<file path="src/rtl/viterbi_pkg.sv">
// Types and constants shared by the convolutional encoder and the Viterbi ACS/traceback path.
package viterbi_pkg;

  localparam int K = 3;

  localparam logic [K-1:0] G0_DEFAULT = 3'b111;
  localparam logic [K-1:0] G1_DEFAULT = 3'b101;

  // Same encoding as the ACS self_state/addr ports and the data_recv symbols.
  typedef logic [K-2:0] trellis_state_t;
  typedef logic [1:0]   symbol_t;

  typedef enum logic [1:0] {IDLE, DATA, TAIL, FLUSH} enc_fsm_t;

endpackage

</file>
<file path="src/rtl/conv_enc_core.sv">
// One trellis step of the rate-1/2 encoder: (u, {s1,s0}) -> (code symbol, next state).
module conv_enc_core
  import viterbi_pkg::*;
(
  input  logic           u_i,
  input  trellis_state_t state_i,
  input  logic [K-1:0]   g0_i,
  input  logic [K-1:0]   g1_i,
  output symbol_t        sym_o,
  output trellis_state_t nextState_o
);

  logic [K-1:0] tapVec;

  assign tapVec      = {u_i, state_i};
  assign sym_o       = {^(tapVec & g0_i), ^(tapVec & g1_i)};
  assign nextState_o = {u_i, state_i[1]};

endmodule

</file>
<file path="src/rtl/conv_encoder_tx.sv">
// Frame-based rate-1/2 K=3 convolutional encoder with valid/ready on both sides
// and two zero tail bits that return the trellis to state 00.
module conv_encoder_tx
  import viterbi_pkg::*;
#(
  parameter int           FRAME_LEN = 16,
  parameter logic [K-1:0] G0        = G0_DEFAULT,
  parameter logic [K-1:0] G1        = G1_DEFAULT
) (
  input  logic       clk,
  input  logic       rst_n,
  input  logic       start,
  input  logic       in_valid,
  output logic       in_ready,
  input  logic       in_bit,
  output logic       sym_valid,
  input  logic       sym_ready,
  output logic [1:0] sym_out,
  output logic [1:0] state_out,
  output logic       frame_last,
  output logic       busy,
  output logic       done
);

  localparam int            CW        = $clog2(FRAME_LEN + 2);
  localparam logic [CW-1:0] LAST_DATA = CW'(FRAME_LEN - 1);
  localparam logic [CW-1:0] LAST_TAIL = CW'(FRAME_LEN + 1);

  enc_fsm_t       fsm_q, fsm_d;
  logic [CW-1:0]  count_q, count_d;
  trellis_state_t shift_q, shift_d;
  logic           symValid_q, symValid_d;
  symbol_t        sym_q, sym_d;
  trellis_state_t stateOut_q, stateOut_d;
  logic           last_q, last_d;
  logic           done_q, done_d;

  logic           canLoad;
  logic           bitAvail;
  logic           load;
  logic           uBit;
  symbol_t        coreSym;
  trellis_state_t coreNext;

  assign canLoad  = !symValid_q || sym_ready;
  assign bitAvail = ((fsm_q == DATA) && in_valid) || (fsm_q == TAIL);
  assign load     = canLoad && bitAvail;
  assign uBit     = (fsm_q == DATA) ? in_bit : 1'b0;

  conv_enc_core u_core (
    .u_i         (uBit),
    .state_i     (shift_q),
    .g0_i        (G0),
    .g1_i        (G1),
    .sym_o       (coreSym),
    .nextState_o (coreNext)
  );

  always_comb begin
    fsm_d      = fsm_q;
    count_d    = count_q;
    shift_d    = shift_q;
    symValid_d = symValid_q;
    sym_d      = sym_q;
    stateOut_d = stateOut_q;
    last_d     = last_q;
    done_d     = 1'b0;

    case (fsm_q)
      IDLE: begin
        if (start) begin
          fsm_d   = DATA;
          count_d = '0;
          shift_d = '0;
        end
      end
      DATA:  if (load && (count_q == LAST_DATA)) fsm_d = TAIL;
      TAIL:  if (load && (count_q == LAST_TAIL)) fsm_d = FLUSH;
      // done is held one cycle before IDLE so a start coinciding with it is ignored.
      FLUSH: begin
        if (done_q)                       fsm_d  = IDLE;
        else if (symValid_q && sym_ready) done_d = 1'b1;
      end
      default: fsm_d = IDLE;
    endcase

    if (load) begin
      symValid_d = 1'b1;
      sym_d      = coreSym;
      stateOut_d = shift_q;
      last_d     = (count_q == LAST_TAIL);
      shift_d    = coreNext;
      if (count_q != LAST_TAIL) count_d = count_q + CW'(1);
    end else if (sym_ready) begin
      symValid_d = 1'b0;
    end
  end

  always_ff @(posedge clk or negedge rst_n) begin
    if (!rst_n) begin
      fsm_q      <= IDLE;
      count_q    <= '0;
      shift_q    <= '0;
      symValid_q <= 1'b0;
      sym_q      <= '0;
      stateOut_q <= '0;
      last_q     <= 1'b0;
      done_q     <= 1'b0;
    end else begin
      fsm_q      <= fsm_d;
      count_q    <= count_d;
      shift_q    <= shift_d;
      symValid_q <= symValid_d;
      sym_q      <= sym_d;
      stateOut_q <= stateOut_d;
      last_q     <= last_d;
      done_q     <= done_d;
    end
  end

  assign in_ready   = (fsm_q == DATA) && canLoad;
  assign sym_valid  = symValid_q;
  assign sym_out    = sym_q;
  assign state_out  = stateOut_q;
  assign frame_last = last_q;
  assign busy       = (fsm_q != IDLE);
  assign done       = done_q;

endmodule
</file>
<file path="config.mk">
export PLATFORM = sky130hd
export DESIGN_NAME = conv_encoder_tx
export DESIGN_NICKNAME = d
export VERILOG_FILES = /design/src/rtl/viterbi_pkg.sv /design/src/rtl/conv_enc_core.sv /design/src/rtl/conv_encoder_tx.sv
export SDC_FILE = /design/constraint.sdc
export NUM_CORES = 1
export LEC_CHECK = 0
export ABC_AREA = 1
export ABC_CLOCK_PERIOD_IN_PS = 2000
export BUFFER_PORTS_ARGS = -buffer_cell sky130_fd_sc_hd__buf_2
export CAP_MARGIN = 20
export CORE_MARGIN = 10
export CORE_UTILIZATION = 50
export DETAILED_ROUTE_END_ITERATION = 8
export GPL_ROUTABILITY_DRIVEN = 0
export PLACE_DENSITY = 0.73
export SYNTH_ARGS = -nofsm -noshare
export SYNTH_HDL_FRONTEND = slang
export SYNTH_HIERARCHICAL = 1
export SYNTH_SLANG_ARGS = --single-unit
</file>
<file path="constraint.sdc">
create_clock -name clk -period 2 [get_ports clk]
set_input_delay 0.3 -clock clk [delete_from_list [all_inputs] [get_ports clk]]
set_output_delay 0.3 -clock clk [all_outputs]
set_load 0.02 [all_outputs]
</file>
After elaboration in Yosys (flattened, before gate mapping)
Cells that the tools add are included.

Add/subtract/negate cells: 1. Equality and inequality tests: 10. Mux-type cells: 18. Reduce and logical (&&, ||, !) cells: 18.

Operators by type and width (count): $mux W5 (4); $mux W2 (7); $pmux W2 S4 (1); $reduce_bool A2 Y1 (4); $logic_and A1 B1 Y1 (6); $mux W1 (6); $reduce_xor A3 Y1 (2); $add A5 B1 Y5 const B (1); $eq A5 B4 Y1 const B (1); $eq A5 B5 Y1 const B (1); $ne A5 B5 Y1 const B (1); $eq A2 B2 Y1 const B (2); $ne A2 B1 Y1 const B (2); $ne A2 B2 Y1 const B (2); $reduce_and A4 Y1 (1); $eq A2 B1 Y1 const B (1); $logic_not A2 Y1 (1); $logic_or A1 B1 Y1 (2); $reduce_and A2 Y1 (1); $logic_not A1 Y1 (1).

Register bits: 16. Input bits: 6. Output and inout bits: 9. Logic and storage cells: 55.

Logic depth before layout (Yosys ltp)
Word-level depth: 7. Gate-level depth with buffers: 10. Depth with buffers taken out: 10.

Modules after synthesis
Netlist, hierarchy kept.

By module, submodules not included: conv_encoder_tx (times used 1, cells an instance 100, area each 905.9 um^2, sequential area each 400.4 um^2); conv_enc_core (times used 1, cells an instance 24, area each 102.6 um^2, sequential area each 0.0 um^2).

Least setup slack after synthesis
Ideal clock, no wire load.

Path kind: flip-flop to output port. Start point: register fsm_q[1]. End point: output in_ready. Arrival time: 1.199 ns. Setup slack: 0.501 ns. Cell stages (with the launch flop): 4. Cells stage by stage: dfrtp_1 -> inv_1 -> ha_1 -> a21boi_0.

Word-level cells in the longest chain between the ends: 2.

RTL lines: from (decl) (RTL line conv_encoder_tx.sv:29) `enc_fsm_t fsm_q, fsm_d;`; from (signal assigned) (RTL line conv_encoder_tx.sv:110) `fsm_q <= fsm_d;`; $eq A2 B1 Y1 (RTL line conv_encoder_tx.sv:121) `assign in_ready = (fsm_q == DATA) && canLoad;`; $logic_and A1 B1 Y1 (RTL line conv_encoder_tx.sv:121); to (decl) (RTL line conv_encoder_tx.sv:14) `output logic in_ready,`.

Every way passes these cells.

Final worst setup path
Ends and elaborated chain as after synthesis.

==> flow_summary.json <==
{
  "synthFlopType": "dfrtp_1",
  "rrSetupSlack_ps": 490,
  "drv_slew": 0,
  "critPathKind": "reg2out",
  "leakage_uw": 0.0006341,
  "overflow": 0,
  "antenna_left": 0,
  "yosys-top-cells-area": "dfrtp_1, nand2_1, ha_1, inv_1, nand3_1",
  "rsz0062_at_grt": "no",
  "power.share.clock_pct": 10.1,
  "antenna_cells": 0,
  "syn_inst": 124,
  "p_switching_uw": 748.4,
  "switching_share_pct": 47.94,
  "status": "finished clean",
  "crit_arrival_ps": 1400,
  "preCtsSetupSlack_ps": 495.7,
  "cts.sinks": 16,
  "cts_resized": 0,
  "wirelength_um": 1888,
  "worst_slack_ps": 300.1,
  "start_util_pct": 51.93,
  "final_nets": 161,
  "cts_buffers": 3,
  "area_delta_synth_final_pct": 12.28,
  "ios": 15,
  "htree_levels": 1,
  "ys_types": 23,
  "grt_max_degree": 17,
  "crit_slowest_cell": "dfrtp_1",
  "chipHeight_um": 64.91,
  "via_per_inst": 4.593,
  "placed_area_mm2": 0.001100,
  "async_flop_share_pct": 100.0,
  "antenna_found_initial": 0,
  "synth_area_mm2": 0.001008,
  "fmaxAchievable_ghz": 0.5883,
  "synth_commonest_cells": "nand2_1, inv_1, dfrtp_1, nand3_1, ha_1",
  "yosysTopAreaCellShare_pct": 39.70,
  "yosysTopAreaCell": "dfrtp_1",
  "setup_tns_ps": 0,
  "critical-path-max-stage-delay_ps": 420,
  "row_count": 16,
  "avgSynthCellArea_um2": 8.133,
  "die-area_mm2": 0.004213,
  "drtIter0Drc": 30,
  "clk_pin_slew_ps": 90,
  "cp.depth": 4,
  "hold_viol_final": 0,
  "grt_use_total_pct": 9.457,
  "worst-r2r-cell-count": 9,
  "start_kind": "flip-flop",
  "io_buffers": 14,
  "drive_gt1_share_pct": 20.69,
  "p_int_uw": 812.9,
  "p_per_area_mw_per_mm2": 1379,
  "synth-seq-cells": 16,
  "core-area_mm2": 0.001942,
  "seq_power_share_pct": 35.2,
  "drv_cap": 0,
  "root_buffer": "clkbuf_4",
  "clock_latency_ps": 270,
  "combPwrFrac_pct": 54.7,
  "dp_hpwl_um": 1524,
  "wl_per_cell_um": 10.98,
  "cts_buffer_depth": 2,
  "crit_chain": "inv_1, ha_1, a21boi_0, buf_2",
  "grt_pass1_vias": 829,
  "crit_buf_inv": 2,
  "finalSetupViolations": 0,
  "fin_crit_sh_pct": 84.99,
  "cp_top_family": "flip-flops",
  "critPathCaptureType": "output pin",
  "via_count": 790,
  "clock_skew_ps": 2.871,
  "die-width_um": 64.91,
  "design_area_mm2": 0.001132,
  "cp.required_ps": 1700,
  "ys_seq_area_share_pct": 39.70,
  "drt_drc_violations_left": 0,
  "crit_fanout": 4,
  "holdCritPathClass": "in2reg",
  "grt_pass1_wl_um": 3374,
  "min_path_cells": 3,
  "ir_drop_uv": 754.3,
  "synth-edff-count": 0,
  "drtPass1Iterations": 4,
  "finalCriticalPeriod_ps": 1700,
  "yosysWarnings": 6,
  "cts_tree": "yes",
  "yosys.cell_count.top_type": "nand2_1"
}
[kinds of logic after synthesis]
kind of cell    synth area share (%)
compound gates                 8.313
flops                          39.70
other cells                   0.7447
xor+xnor                       1.737
buf+inv                        10.79
simple gates                   28.78
fa+ha+maj                      9.926
[flip-flops by register name, indices dropped and copies added (netlist names)]
signal      flops
count_q         5
done            1
frame_last      1
fsm_q           2
shift_q         2
state_out       2
sym_out         2
sym_valid       1
[layer usage]
layer / global-route usage [%] / vias to the layer above / routed length [µm]
met5: 0 / - / 0
met4: 2.406 / 0 / 23
met3: 2.234 / 2 / 49
met2: 18.23 / 6 / 1030
met1: 9.930 / 359 / 785
li1: - / 423 / -
[per-stage QoR]
stage / cells / power (µW) / hold WS [ps] / utilization (%)
finish: 172 / 1561 / 256.7 / 58.31
global route: 172 / 1724 / 250.2 / 58.31
CTS: 172 / 1583 / 252.6 / 58.31
detailed placement: 168 / 1416 / 229.7 / 56.64
global placement: 168 / 1384 / 227.3 / 56.64
floorplan: 130 / 1269 / 4.409 / -
[cell type report]
type / count / area (µm²)
Clock buffer: 3 / 22.52
Fill cell: 202 / 809.5
Inverter: 19 / 73.82
Multi-Input combinational cell: 92 / 521.8
Sequential cell: 16 / 400.4
Tap cell: 27 / 33.78
Timing Repair Buffer: 15 / 80.08
[path summary, 6_finish.rpt]
kind | start | end
worst max-delay path | fsm_q[1] | in_ready
worst min-delay path | sym_ready | done
worst max register to register | fsm_q[1] | count_q[0]
worst min register to register | sym_out[1] | sym_out[1]
max in group asynchronous | rst_n | state_out[1]
min in group asynchronous | rst_n | shift_q[1]
[cell usage in the layout, fill, tap and decap left out, drive strengths merged]
| cell type | netlist | layout |
|---|---|---|
| nand2 | 44 | 44 |
| inv | 19 | 19 |
| dfrtp | 16 | 16 |
| buf | 3 | 14 |
| nand3 | 12 | 12 |
| o21ai | 9 | 9 |
| ha | 8 | 8 |
| conb | 2 | 8 |
| nor2 | 3 | 3 |
| clkbuf | 0 | 3 |
| nand4 | 2 | 2 |
| xnor2 | 1 | 1 |
| a21boi | 1 | 1 |
| xor2 | 1 | 1 |
| o22ai | 1 | 1 |
| or2 | 1 | 1 |
| o21a | 1 | 1 |
| dlygate4sd3 | 0 | 1 |
[timing repair]
action,CTS,global route
setup buffers,0,0
hold endpoints to repair,16,0
hold buffers,1,0
[worst register-to-register path: stages, from the launching register on]
cell and delay, ps:
dfrtp_1 420, inv_1 110, ha_1 230, nand2_1 80
nand2_2 90, nand2_4 120, inv_4 120, nand2_4 80
nand3_1 70, o21ai_1 70
[power groups by stage]
| stage | logic [µW] | registers [µW] | clock network, µW |
|---|---|---|---|
| 2_1_floorplan | 681 | 588 | 0 |
| 3_3_place_gp | 832 | 552 | 0 |
| 3_5_place_dp | 859 | 557 | 0 |
| 4_1_cts | 867 | 552 | 165 |
| 5_1_grt | 971 | 572 | 181 |
| 6_report | 854 | 549 | 158 |
(Power assumes the default switching activity.)
